## config.mk

```make
export PLATFORM = sky130hd
export DESIGN_NAME = ssd_driver_flat
export DESIGN_NICKNAME = d
export VERILOG_FILES = /design/src/rtl/ssd_driver_if.sv /design/src/rtl/ssd_driver.sv /design/src/flat_wrapper.sv
export SDC_FILE = /design/constraint.sdc
export NUM_CORES = 1
export LEC_CHECK = 0
export BUFFER_PORTS_ARGS = -buffer_cell sky130_fd_sc_hd__buf_2
export CORE_ASPECT_RATIO = 1.2
export CORE_MARGIN = 10
export CORE_UTILIZATION = 35
export DETAILED_ROUTE_END_ITERATION = 12
export HOLD_SLACK_MARGIN = 0.08
export PLACE_DENSITY_LB_ADDON = 0.3
export SLEW_MARGIN = 20
export SYNTH_ARGS = -nofsm -noshare
export SYNTH_HDL_FRONTEND = slang
export SYNTH_SLANG_ARGS = --single-unit
```

## constraint.sdc

```tcl
create_clock -name clk -period 3.6 [get_ports clk]
set_input_delay 0.36 -clock clk [delete_from_list [all_inputs] [get_ports clk]]
set_output_delay 0.36 -clock clk [all_outputs]
set_load 0.02 [all_outputs]
```

## src/rtl/ssd_driver_if.sv

```systemverilog
// ssd_driver_if
//   Bundles the debug-value input and the display/status outputs of the
//   seven-segment driver so the block can be connected with a single port.
//   master : the producer side (processor top / testbench) drives SSDInput
//            and observes the display pins and conversion status.
//   slave  : the ssd_driver itself.
//   Signals:
//     SSDInput  IN_W  unsigned binary value to display
//     Anode     4     digit enables, active-low, bit0 = least-significant digit
//     LED_out   7     segment cathodes {a,b,c,d,e,f,g}, active-low
//     bcd       16    committed BCD value {thousands,hundreds,tens,ones}
//     busy      1     high while a conversion is in progress
interface ssd_driver_if #(
  parameter int IN_W = 13
);
  logic [IN_W-1:0] SSDInput;
  logic [3:0]      Anode;
  logic [6:0]      LED_out;
  logic [15:0]     bcd;
  logic            busy;

  modport master (
    output SSDInput,
    input  Anode,
    input  LED_out,
    input  bcd,
    input  busy
  );

  modport slave (
    input  SSDInput,
    output Anode,
    output LED_out,
    output bcd,
    output busy
  );
endinterface

```

## src/rtl/ssd_driver.sv

```systemverilog
// ssd_driver
//   Converts a 13-bit unsigned value to four BCD digits with a sequential
//   double-dabble engine (one shift-and-add-3 iteration per clock) and
//   time-multiplexes the digits onto a 4-digit common-anode display.
//   A conversion starts only when the input differs from the last converted
//   value (or on the first cycle after reset); the committed bcd register is
//   updated in a single cycle, so the display never shows a partial result.
//   Ports:
//     clk  board clock, rising edge
//     rst  asynchronous, active-high reset
//     bus  ssd_driver_if.slave (SSDInput in; Anode, LED_out, bcd, busy out)
//   Parameters:
//     IN_W          input width (fixed at 13)
//     REFRESH_BITS  refresh counter width; each digit lit for 2^(REFRESH_BITS-2) cycles
//     BLANK_LZ      1 = blank leading-zero digits (digit 0 is never blanked)
module ssd_driver #(
  parameter int IN_W         = 13,
  parameter int REFRESH_BITS = 18,
  parameter bit BLANK_LZ     = 1'b1
) (
  input logic         clk,
  input logic         rst,
  ssd_driver_if.slave bus
);

  localparam logic [1:0] IDLE = 2'd0;
  localparam logic [1:0] CONV = 2'd1;
  localparam logic [1:0] DONE = 2'd2;

  localparam logic [3:0] LAST_ITER = 4'(IN_W - 1);

  // ---------------------------------------------------------------------
  // Conversion engine
  // ---------------------------------------------------------------------
  logic [1:0]      state;
  logic            first;     // forces one conversion after reset even if input == last
  logic [IN_W-1:0] shift;     // remaining binary bits, consumed MSB first
  logic [IN_W-1:0] latched;   // value being converted, becomes 'last' on commit
  logic [IN_W-1:0] last;
  logic [15:0]     scratch;
  logic [3:0]      count;
  logic [15:0]     bcd_q;
  logic            busy_q;
  logic [15:0]     adj;

  // Add 3 to every nibble that is 5 or more, so the following left shift
  // carries correctly into the next decimal digit.
  function automatic logic [15:0] dabble_adjust(input logic [15:0] v);
    logic [15:0] r;
    r = v;
    for (int i = 0; i < 4; i++) begin
      if (v[4*i +: 4] >= 4'd5) r[4*i +: 4] = v[4*i +: 4] + 4'd3;
    end
    return r;
  endfunction

  assign adj = dabble_adjust(scratch);

  // NOTE: every register in a clocked block is assigned with <= so all
  // right-hand sides see the values from before the edge; a blocking = here
  // would let later statements observe half-updated state.
  always_ff @(posedge clk or posedge rst) begin
    if (rst) begin
      state   <= IDLE;
      first   <= 1'b1;
      shift   <= '0;
      latched <= '0;
      last    <= '0;
      scratch <= '0;
      count   <= '0;
      bcd_q   <= '0;
      busy_q  <= 1'b0;
    end else begin
      case (state)
        IDLE: begin
          if (first || (bus.SSDInput != last)) begin
            shift   <= bus.SSDInput;
            latched <= bus.SSDInput;
            scratch <= '0;
            count   <= '0;
            busy_q  <= 1'b1;
            first   <= 1'b0;
            state   <= CONV;
          end
        end
        CONV: begin
          {scratch, shift} <= {adj, shift} << 1;
          count            <= count + 4'd1;
          if (count == LAST_ITER) state <= DONE;
        end
        DONE: begin
          bcd_q  <= scratch;
          last   <= latched;
          busy_q <= 1'b0;
          state  <= IDLE;
        end
        default: state <= IDLE;
      endcase
    end
  end

  // ---------------------------------------------------------------------
  // Display multiplexing
  // ---------------------------------------------------------------------
  logic [REFRESH_BITS-1:0] refresh;
  logic [1:0]              sel;
  logic [3:0]              digit;
  logic                    blank;
  logic [3:0]              anode_q;
  logic [6:0]              led_q;

  assign sel = refresh[REFRESH_BITS-1 -: 2];

  function automatic logic [6:0] seg7(input logic [3:0] d);
    case (d)
      4'd0:    return 7'b0000001;
      4'd1:    return 7'b1001111;
      4'd2:    return 7'b0010010;
      4'd3:    return 7'b0000110;
      4'd4:    return 7'b1001100;
      4'd5:    return 7'b0100100;
      4'd6:    return 7'b0100000;
      4'd7:    return 7'b0001111;
      4'd8:    return 7'b0000000;
      4'd9:    return 7'b0000100;
      default: return 7'b1111111;
    endcase
  endfunction

  // NOTE: defaults are assigned before the case so every path writes every
  // output; a missing assignment in combinational logic infers a latch.
  always_comb begin
    digit = bcd_q[3:0];
    blank = 1'b0;
    case (sel)
      2'd0: digit = bcd_q[3:0];
      2'd1: begin
        digit = bcd_q[7:4];
        blank = BLANK_LZ && (bcd_q[15:4] == 12'd0);
      end
      2'd2: begin
        digit = bcd_q[11:8];
        blank = BLANK_LZ && (bcd_q[15:8] == 8'd0);
      end
      default: begin
        digit = bcd_q[15:12];
        blank = BLANK_LZ && (bcd_q[15:12] == 4'd0);
      end
    endcase
  end

  // Registered pins: the digit selected by the counter before the edge is
  // presented after it, so the first edge out of reset lights digit 0.
  always_ff @(posedge clk or posedge rst) begin
    if (rst) begin
      refresh <= '0;
      anode_q <= 4'b1111;
      led_q   <= 7'b1111111;
    end else begin
      refresh <= refresh + REFRESH_BITS'(1);
      anode_q <= ~(4'b0001 << sel);
      led_q   <= blank ? 7'b1111111 : seg7(digit);
    end
  end

  assign bus.bcd     = bcd_q;
  assign bus.busy    = busy_q;
  assign bus.Anode   = anode_q;
  assign bus.LED_out = led_q;

endmodule

```

## src/flat_wrapper.sv

```systemverilog
// flat-port wrapper written by rule: the top's interface ports become plain ports
module ssd_driver_flat 
#(
  parameter int IN_W         = 13,
  parameter int REFRESH_BITS = 18,
  parameter bit BLANK_LZ     = 1'b1
)
  (clk, rst, bus_SSDInput, bus_Anode, bus_LED_out, bus_bcd, bus_busy);
  ssd_driver_if #(.IN_W(IN_W)) bus_i ();
  input logic clk;
  input logic rst;
  input wire logic [$bits(bus_i.SSDInput)-1:0] bus_SSDInput;
  output wire logic [$bits(bus_i.Anode)-1:0] bus_Anode;
  output wire logic [$bits(bus_i.LED_out)-1:0] bus_LED_out;
  output wire logic [$bits(bus_i.bcd)-1:0] bus_bcd;
  output wire logic [$bits(bus_i.busy)-1:0] bus_busy;
  assign bus_i.SSDInput = bus_SSDInput;
  assign bus_Anode = bus_i.Anode;
  assign bus_LED_out = bus_i.LED_out;
  assign bus_bcd = bus_i.bcd;
  assign bus_busy = bus_i.busy;
  ssd_driver #(.IN_W(IN_W), .REFRESH_BITS(REFRESH_BITS), .BLANK_LZ(BLANK_LZ)) u_core (.clk(clk), .rst(rst), .bus(bus_i));
endmodule
```

==> impl_metrics.json, run 1 <==
{
  "period_needed_ns": 2.563,
  "cts_resized": 0,
  "synth-edff-count": 0,
  "critical-path-max-stage-delay_ns": 0.54,
  "final.setup_skew_ns": 0.009880,
  "swShare_pct": 34.34,
  "finalHoldViolations": 0,
  "r2r_start": "u_core.last[4]",
  "dr.first_iter.drc_count": 155,
  "synth_compound_area_share_pct": 9.955,
  "core_area_sq_mm": 0.01388,
  "holdBufCountCts": 0,
  "grtUsageTotal_pct": 10.23,
  "cts_tree": "built",
  "ys_ff_latch": 108,
  "critical_path_required_ns": 3.83,
  "synth_cells": 406,
  "reg2reg_setup_slack_ns": 1.04,
  "status": "finished clean",
  "hpwlAfterDp_um": 6733,
  "dp_slack_ns": 0.9093,
  "ys_types": 42,
  "setup_viol": 0,
  "r2r_end": "u_core.latched[4]",
  "relSlewSlack_pct": 43.23,
  "syn_to_final_growth_pct": 14.51,
  "htreeDepth": 3,
  "drv_cap": 0,
  "worst_pin_slew_ns": 0.8499,
  "cp_top_family": "compound AO/OA/AOI/OAI gates",
  "cp_num_buf_inv": 1,
  "timing.final.ws_setup_ns": 1.037,
  "synthArstFlopShare_pct": 100.0,
  "fin_crit_sh_pct": 71.19,
  "mappedNetlistArea_sq_mm": 0.005002,
  "p_leak_nw": 2.660,
  "worstSetupEndpointType": "flop",
  "max_freq_mhz": 390.2,
  "clk_latency_ns": 0.34,
  "overflow": 0,
  "die_w_um": 129.1,
  "switching_power_w": 0.001609,
  "antenna_cells": 0,
  "clockBufferDepth": 2,
  "dieArea_sq_mm": 0.01949,
  "synth_xor_area_share_pct": 5.078,
  "path_clk_slew_ns": 0.07,
  "total_power_w": 0.004685,
  "synthSimpleGateAreaFrac_pct": 8.629,
  "viasPerCell": 4.967,
  "ys_seq_area_share_pct": 54.33,
  "finalSetupTns_ns": 0,
  "slew_viol_final": 0,
  "drtPass1Iterations": 4,
  "wl_per_cell_um": 14.97,
  "wirelength_um": 9388,
  "antenna_left": 0,
  "drive_gt1_share_pct": 30.92,
  "crit_path_start_kind": "flop",
  "rsz0062_at_grt": "no",
  "r2r_cells": 6,
  "synth-adder-area-share_pct": 4.002,
  "synth_top_area_share_pct": 48.02,
  "root_buffer": "clkbuf_16",
  "die_h_um": 151.0,
  "muxShareOfSynthArea_pct": 15.18,
  "numCtsBuffers": 9,
  "clock_power_share_pct": 22.0,
  "power_frac_seq_pct": 43.5,
  "globalplace.congestion": 0.7609,
  "pin_count": 43,
  "nets": 482,
  "io_buffer_count": 42,
  "synth_top_cell_by_area": "dfrtp_1",
  "grt_pass1_wl_um": 16040,
  "antenna_found_initial": 0,
  "crit_fanout": 10,
  "crit_chain": "xor2_1 > a2111oi_2 > o2111ai_2 > o31ai_4 > buf_4 > mux2_2",
  "vias": 3114,
  "grt_pass1_vias": 3253,
  "initial_core_util_pct": 36.04,
  "rows": 47,
  "powerDensity_mw_per_mm2": 818.0,
  "synth.avg_cell_area_sq_um": 12.32,
  "ys_warn_count": 0,
  "numClockSinks": 108,
  "synth_top_family_by_area": "multiplexers",
  "peakVddDrop_mv": 0.3657,
  "cp.arrival_ns": 2.79,
  "syn_nets": 437,
  "slowest_stage": "o31ai_4",
  "grt_max_degree": 88,
  "synth_area_leaders": "dfrtp_1 48%, mux2_2 13%, dfstp_2 6.3%",
  "synth_flop_cell": "dfrtp_1",
  "path_class": "reg2reg",
  "drc_errors": 0,
  "intPower_w": 0.003076,
  "postCtsSetupBuffers": 0,
  "hold_class": "in2async",
  "p_comb_share_pct": 34.4
}
## layer usage
metal / wire length, um / vias to the layer above / GRT usage, % / share of wire [%]
met2: 4597 / 34 / 16.86 / 49
met3: 326 / 11 / 3.077 / 3.5
li1: - / 1521 / - / -
met4: 155 / 0 / 3.986 / 1.7
met5: 0 / - / 0 / 0
met1: 4309 / 1548 / 12.29 / 46
## cells in the mapped netlist, types with 2 or more instances
cell and count:
mux2_2 57, nor2_1 9, inv_1 21, o21ai_0 25, o2bb2ai_1 7, dfrtp_1 96, and2_1 2, nor3_1 2
nor4_1 3, nand2_1 30, clkbuf_1 8, mux4_2 3, a22o_1 12, xor2_1 11, mux2i_1 5, nor3b_1 7
nand2b_1 9, ha_1 16, nor2b_1 3, nand4_1 2, a21o_1 2, and3_1 2, dfstp_2 12, and4_1 2
nand3_1 12, xnor2_1 18, a21oi_1 14, buf_2 2
## layout make-up
| class | count | area [sq um] |
|---|---|---|
| repair buffers | 47 | 247.7 |
| inverters | 21 | 83.83 |
| clock buffers | 12 | 266.5 |
| fillers | 1304 | 8150 |
| multi-input cells | 264 | 2143 |
| flip-flops and latches | 108 | 2718 |
| well taps | 171 | 214.0 |
| clock inverters | 4 | 55.05 |
## placed cells by master, fill, tap and decap left out, drive strengths merged, types with 9 or more instances in the layout
| cell type | n |
|---|---|
| mux2 | 57 |
| nand2 | 30 |
| xnor2 | 18 |
| a21oi | 14 |
| nand2b | 9 |
| dfstp | 12 |
| buf | 47 |
| nor2 | 9 |
| clkbuf | 12 |
| o21ai | 25 |
| dfrtp | 96 |
| ha | 16 |
| xor2 | 11 |
| inv | 22 |
| nand3 | 12 |
| a22o | 12 |
## logic make-up (layout without fill, tap and decap cells)
logic type	after synthesis	in the layout
xor gates and xnor gates	29	29
and+or+nand+nor	85	85
adders and majority gates	16	16
DFF	108	108
muxes	65	65
buffers and inverters	34	84
AOI/OAI and AO/OA	69	69
## how the worst max path moves through the flow
stage                     cells past startpoint  slack [ns]           endpoint             from
final                                         6        1.04  u_core.latched[4]   u_core.last[4]
after global routing                          6        0.84   u_core.shift[11]  u_core.last[12]
after CTS                                     6        1.01  u_core.latched[4]  u_core.last[12]
after detailed placement                      7        0.91   u_core.shift[11]  bus_SSDInput[4]
after global placement                        7        1.01   u_core.shift[12]  bus_SSDInput[4]
after floorplan                               1        0.41  u_core.bus.bcd[0]              rst
## state kept, by name (all words and copies together), names as in the netlist, 2 cells and up
register	count
u_core.bus.Anode	4
u_core.bus.LED_out	7
u_core.bus.bcd	16
u_core.count	4
u_core.last	13
u_core.latched	13
u_core.refresh	18
u_core.scratch	16
u_core.shift	13
u_core.state	2
## metrics by stage
step | cell area [sq um] | cells | utilization [%] | hold WS, ns
after global placement | 5404 | 611 | 38.94 | 0.4528
after global routing | 5728 | 627 | 41.27 | 0.2205
after detailed placement | 5404 | 611 | 38.94 | 0.4570
after CTS | 5725 | 627 | 41.25 | 0.2581
final | 5728 | 627 | 41.27 | 0.1591
after floorplan | 5002 | 406 | - | 0.4383
## worst register-to-register path, stage by stage (launching register included)
cell and delay [ns]:
dfrtp_1 0.40, xor2_1 0.15, a2111oi_2 0.44, o2111ai_2 0.29
o31ai_4 0.54, buf_4 0.28, mux2_2 0.36
## power by group through the flow
stage          combinational (W)  clock, W  sequential (W)
2_1_floorplan            0.00116         0         0.00209
3_3_place_gp             0.00160         0         0.00205
3_5_place_dp             0.00164         0         0.00206
4_1_cts                  0.00165   0.00107         0.00204
5_1_grt                  0.00182   0.00112         0.00211
6_report                 0.00161   0.00103         0.00204
(Power assumes the default switching activity.)
==> run 2: changes to the inputs <==
Clock period 3.6 ns to 2.5 ns, I/O delays scaled along.
==> run 2 against run 1 <==
Net effect:
- worst hold slack worse by 0.013 ns
- critical path type unchanged
- cell area up 1.1%
- worst setup slack lost 0.87 ns
- sequential share of layout area decreased by 0.50 points
- clock skew down 0.0011 ns
- die area is the same
==> impl_metrics.json, run 2 (synthesis results as in run 1) <==
{
  "status": "finished clean",
  "powerDensity_mw_per_mm2": 1165,
  "p_leak_nw": 2.686,
  "overflow": 0,
  "worstSetupEndpointType": "flop",
  "antenna_cells": 0,
  "dr.first_iter.drc_count": 144,
  "final_common_cell": "dfrtp_1",
  "worst_pin_slew_ns": 0.6789,
  "root_buffer": "clkbuf_16",
  "antenna_found_initial": 0,
  "die_w_um": 129.1,
  "hold_class": "in2reg",
  "core_area_sq_mm": 0.01388,
  "numClockSinks": 108,
  "final.setup_skew_ns": 0.008771,
  "critical-path-max-stage-delay_ns": 0.43,
  "grt_max_degree": 48,
  "wl_per_cell_um": 15.16,
  "initial_core_util_pct": 36.04,
  "peakVddDrop_mv": 0.4061,
  "vias": 3171,
  "drtPass1Iterations": 4,
  "slowest_stage": "o41ai_4",
  "design_area_sq_mm": 0.005789,
  "switching_power_w": 0.002334,
  "fin_crit_sh_pct": 93.27,
  "dpl_cell_area_sq_mm": 0.005473,
  "intPower_w": 0.004410,
  "grtUsageTotal_pct": 10.58,
  "clockBufferDepth": 2,
  "mostFrequentLayoutCells": "96 x dfrtp_1, 57 x mux2_2, 42 x buf_2, 30 x nand2_1, 25 x o21ai_0",
  "pin_count": 43,
  "clk_latency_ns": 0.35,
  "finalSetupTns_ns": 0,
  "crit_fanout": 33,
  "rows": 47,
  "max_freq_mhz": 428.9,
  "cp.arrival_ns": 2.57,
  "final_cells": 632,
  "drc_errors": 0,
  "crit_chain": "nor2b_1 > a2111oi_2 > o2111ai_2 > o41ai_4 > buf_12 > mux2_2",
  "power_frac_seq_pct": 43.4,
  "die_h_um": 151.0,
  "swShare_pct": 34.61,
  "drive_gt1_share_pct": 31.45,
  "largest_reg_flops": 18,
  "htreeDepth": 3,
  "antenna_left": 0,
  "path_clk_slew_ns": 0.07,
  "hpwlAfterDp_um": 7005,
  "finalHoldViolations": 0,
  "numCtsBuffers": 9,
  "period_needed_ns": 2.332,
  "slew_viol_final": 0,
  "total_power_w": 0.006745,
  "path_class": "reg2reg",
  "cts_tree": "built",
  "grt_pass1_vias": 3346,
  "setup_viol": 0,
  "grt_pass1_wl_um": 16370,
  "syn_to_final_growth_pct": 15.73,
  "place_inst": 615,
  "clock_power_share_pct": 21.2,
  "viasPerCell": 5.017,
  "io_buffer_count": 42,
  "crit_path_start_kind": "flop",
  "nets": 487,
  "drv_cap": 0,
  "dieArea_sq_mm": 0.01949,
  "utilization_pct": 41.71,
  "relSlewSlack_pct": 54.64,
  "globalplace.congestion": 0.7781,
  "wirelength_um": 9584,
  "critical_path_required_ns": 2.74,
  "postCtsSetupBuffers": 0,
  "p_comb_share_pct": 35.4,
  "regMostFlops": "u_core.refresh",
  "rsz0062_at_grt": "no"
}
run 2: changes by cell type in the layout (fill, tap and decap cells not counted), sizes merged:
cell	change
dlygate4sd3	+1
buf	+4
clkinv	+3
inv	-1
clkbuf	-2
run 2: routing by layer:
metal	vias to the layer above	routed length, um	global-route usage [%]
met2	36	4940	18.07
met1	1583	4131	12.06
met3	15	288	2.413
met4	0	223	5.638
met5	-	0	0
li1	1537	-	-
run 2: area by class of cell:
type	instances	area, sq um
inverters	21	82.58
well taps	171	214.0
clock buffers	10	239.0
fillers	1325	8089
clock inverters	6	61.31
repair buffers	52	325.3
flip-flops and latches	108	2718
multi-input cells	264	2150
run 2: critical path: cells and delay by family (launching register included):
kind | cells | cell delay, ns
AO/OA/AOI/OAI | 3 | 1.10
buffers and inverters | 1 | 0.24
flip-flops | 1 | 0.38
multiplexers | 1 | 0.35
AND/OR/NAND/NOR | 1 | 0.14
run 2: power by group through the flow:
stage	clock (W)	combinational [W]	sequential, W
2_1_floorplan	0	0.00167	0.00301
3_3_place_gp	0	0.00237	0.00295
3_5_place_dp	0	0.00243	0.00296
4_1_cts	0.00148	0.00244	0.00293
5_1_grt	0.00156	0.00269	0.00302
6_report	0.00143	0.00239	0.00293
run 2: through the flow:
| step | hold WS, ns | setup WS, ns |
|---|---|---|
| floorplan | 0.4004 | 0.2606 |
| global placement | 0.3866 | 0.1267 |
| detailed placement | 0.3891 | 0.1001 |
| CTS | 0.1316 | 0.08185 |
| global route | 0.1477 | 0.007125 |
| finish | 0.1459 | 0.1683 |
run 2: timing repair:
action                     CTS  global route
resized for setup            0             1
hold endpoints to repair    28             0
setup endpoints to repair    0            12
hold buffers                 1             0
run 2: final timing paths:
path                                    startpoint                 end  slack (ns)  depth (start not counted)
worst min register to register  u_core.refresh[12]  u_core.refresh[12]        0.47                          1
worst max-delay path               u_core.last[11]     u_core.shift[7]        0.17                          6
min in group asynchronous                      rst     u_core.shift[4]        0.56                          3
worst min-delay path               bus_SSDInput[5]   u_core.latched[5]        0.15                          2
max in group asynchronous                      rst        u_core.first        1.17                          4
worst max register to register     u_core.last[11]     u_core.shift[7]        0.17                          6
==> run 3: changes to the inputs <==
Settings changed: CTS_BUF_LIST from default to sky130_fd_sc_hd__clkbuf_16, RECOVER_POWER from default to 25.
==> run 3 against run 2 <==
Net effect:
- count of clock-buffer cells in the layout is 1 lower
- non-clock buffer count stayed put
- utilization is 0.25 points lower
- combinational power hardly changed
- sequential share of layout area is 0.29 points higher
- sequential power hardly changed
- cell area is 0.61% lower
- critical endpoint unchanged
- largest power group unchanged
==> impl_metrics.json, run 3 (synthesis results as in run 1) <==
{
  "p_leak_nw": 2.625,
  "grt_pass1_vias": 3348,
  "r2r_end": "u_core.shift[7]",
  "worstSetupEndpointType": "flop",
  "hpwlAfterDp_um": 7005,
  "hold_end": "u_core.latched[5]",
  "finalSetupTns_ns": 0,
  "crit_fanout": 33,
  "die_w_um": 129.1,
  "total_power_w": 0.006699,
  "reg2reg_setup_slack_ns": 0.17,
  "antenna_cells": 0,
  "path_class": "reg2reg",
  "grt_pass1_wl_um": 16390,
  "clockBufferDepth": 2,
  "holdPathStages": 2,
  "setup_viol": 0,
  "drive_gt1_share_pct": 27.77,
  "io_buffer_count": 42,
  "max_freq_mhz": 428.7,
  "antenna_found_initial": 0,
  "cp.arrival_ns": 2.57,
  "hold_class": "in2reg",
  "antenna_left": 0,
  "critical-path-max-stage-delay_ns": 0.43,
  "relSlewSlack_pct": 7.391,
  "globalplace.congestion": 0.7781,
  "status": "finished clean",
  "drv_cap": 0,
  "crit_path_start_kind": "flop",
  "pin_count": 43,
  "dieArea_sq_mm": 0.01949,
  "core_area_sq_mm": 0.01388,
  "vias": 3173,
  "htreeDepth": 3,
  "numCtsBuffers": 9,
  "final.setup_skew_ns": 0.008337,
  "finalHoldViolations": 0,
  "worst_pin_slew_ns": 1.382,
  "postCtsSetupBuffers": 0,
  "wl_per_cell_um": 15.34,
  "root_buffer": "clkbuf_16",
  "drtPass1Iterations": 4,
  "initial_core_util_pct": 36.04,
  "period_needed_ns": 2.332,
  "drc_errors": 0,
  "rsz0062_at_grt": "no",
  "numClockSinks": 108,
  "critical_path_required_ns": 2.74,
  "overflow": 0,
  "r2r_cells": 6,
  "wirelength_um": 9698,
  "syn_to_final_growth_pct": 15.03,
  "final_common_cell": "dfrtp_1",
  "r2r_start": "u_core.last[11]",
  "whs_ns": 0.1458,
  "grtUsageTotal_pct": 10.60,
  "cts_tree": "built",
  "die_h_um": 151.0,
  "powerDensity_mw_per_mm2": 1164,
  "path_clk_slew_ns": 0.07,
  "peakVddDrop_mv": 0.4047,
  "mostFrequentLayoutCells": "96 x dfrtp_1, 57 x mux2_2, 30 x nand2_1, 27 x buf_2, 25 x o21ai_0",
  "nets": 487,
  "regMostFlops": "u_core.refresh",
  "hold_start": "bus_SSDInput[5]",
  "viasPerCell": 5.021,
  "fillCellCount": 1331,
  "fin_crit_sh_pct": 93.30,
  "grt_max_degree": 48,
  "dr.first_iter.drc_count": 107,
  "largest_reg_flops": 18,
  "slew_viol_final": 0,
  "crit_chain": "nor2b_1 > a2111oi_2 > o2111ai_2 > o41ai_4 > buf_12 > mux2_2",
  "slowest_stage": "o41ai_4",
  "clk_latency_ns": 0.35,
  "rows": 47
}
-- run 3: how the worst max path moves through the flow --
stage / startpoint / endpoint / slack, ns / depth (start not counted)
after floorplan: u_core.last[4] / u_core.shift[10] / 0.26 / 6
after global placement: bus_SSDInput[4] / u_core.shift[12] / 0.13 / 7
after detailed placement: u_core.last[12] / u_core.shift[2] / 0.10 / 6
after CTS: u_core.last[12] / u_core.shift[1] / 0.08 / 6
after global routing: u_core.last[11] / u_core.shift[6] / 0.007 / 6
final: u_core.last[11] / u_core.shift[7] / 0.17 / 6
-- run 3: per-layer routing --
layer  wire (um)  vias to the layer above  track usage, %
li1            -                     1528               -
met1        4206                     1589           12.07
met2        4971                       39           18.12
met3         291                       17           2.413
met4         228                        0           5.638
met5           0                        -               0
-- run 3: area by class of cell --
cell class	count	area [sq um]	share of cell area, %
sequential	108	2718	47.23
multi-input combinational	264	2150	37.36
timing repair buffer	52	302.8	5.262
clock buffer	9	225.2	3.914
tap	171	214.0	3.718
inverter	21	80.08	1.392
clock inverter	7	65.06	1.131
-- run 3: stage by stage --
step | setup slack, ns | instance area (sq um) | util (%) | instances
detailed placement | 0.1001 | 5473 | 39.43 | 615
global route | 0.007128 | 5754 | 41.46 | 632
finish | 0.1676 | 5754 | 41.46 | 632
global placement | 0.1267 | 5473 | 39.43 | 615
CTS | 0.08185 | 5773 | 41.60 | 632
floorplan | 0.2606 | 5006 | - | 406
-- run 3: what timing repair did --
item,in CTS,in global routing
gates resized for setup,0,1
setup endpoints to repair,0,12
hold buffers,1,0
hold endpoints to repair,28,0
-- run 3: power by group --
group	internal, W	switching (W)	leakage [nW]
clock	0.000772	0.000627	0.145
combinational	0.00117	0.00120	1.14
sequential	0.00241	0.000522	1.34
-- run 3: worst max-delay path: cells and delay by family (launching register included) --
kind,cells,cell delay [ns]
buf+inv,1,0.24
mux,1,0.35
compound gates,3,1.10
simple gates,1,0.14
flops,1,0.38
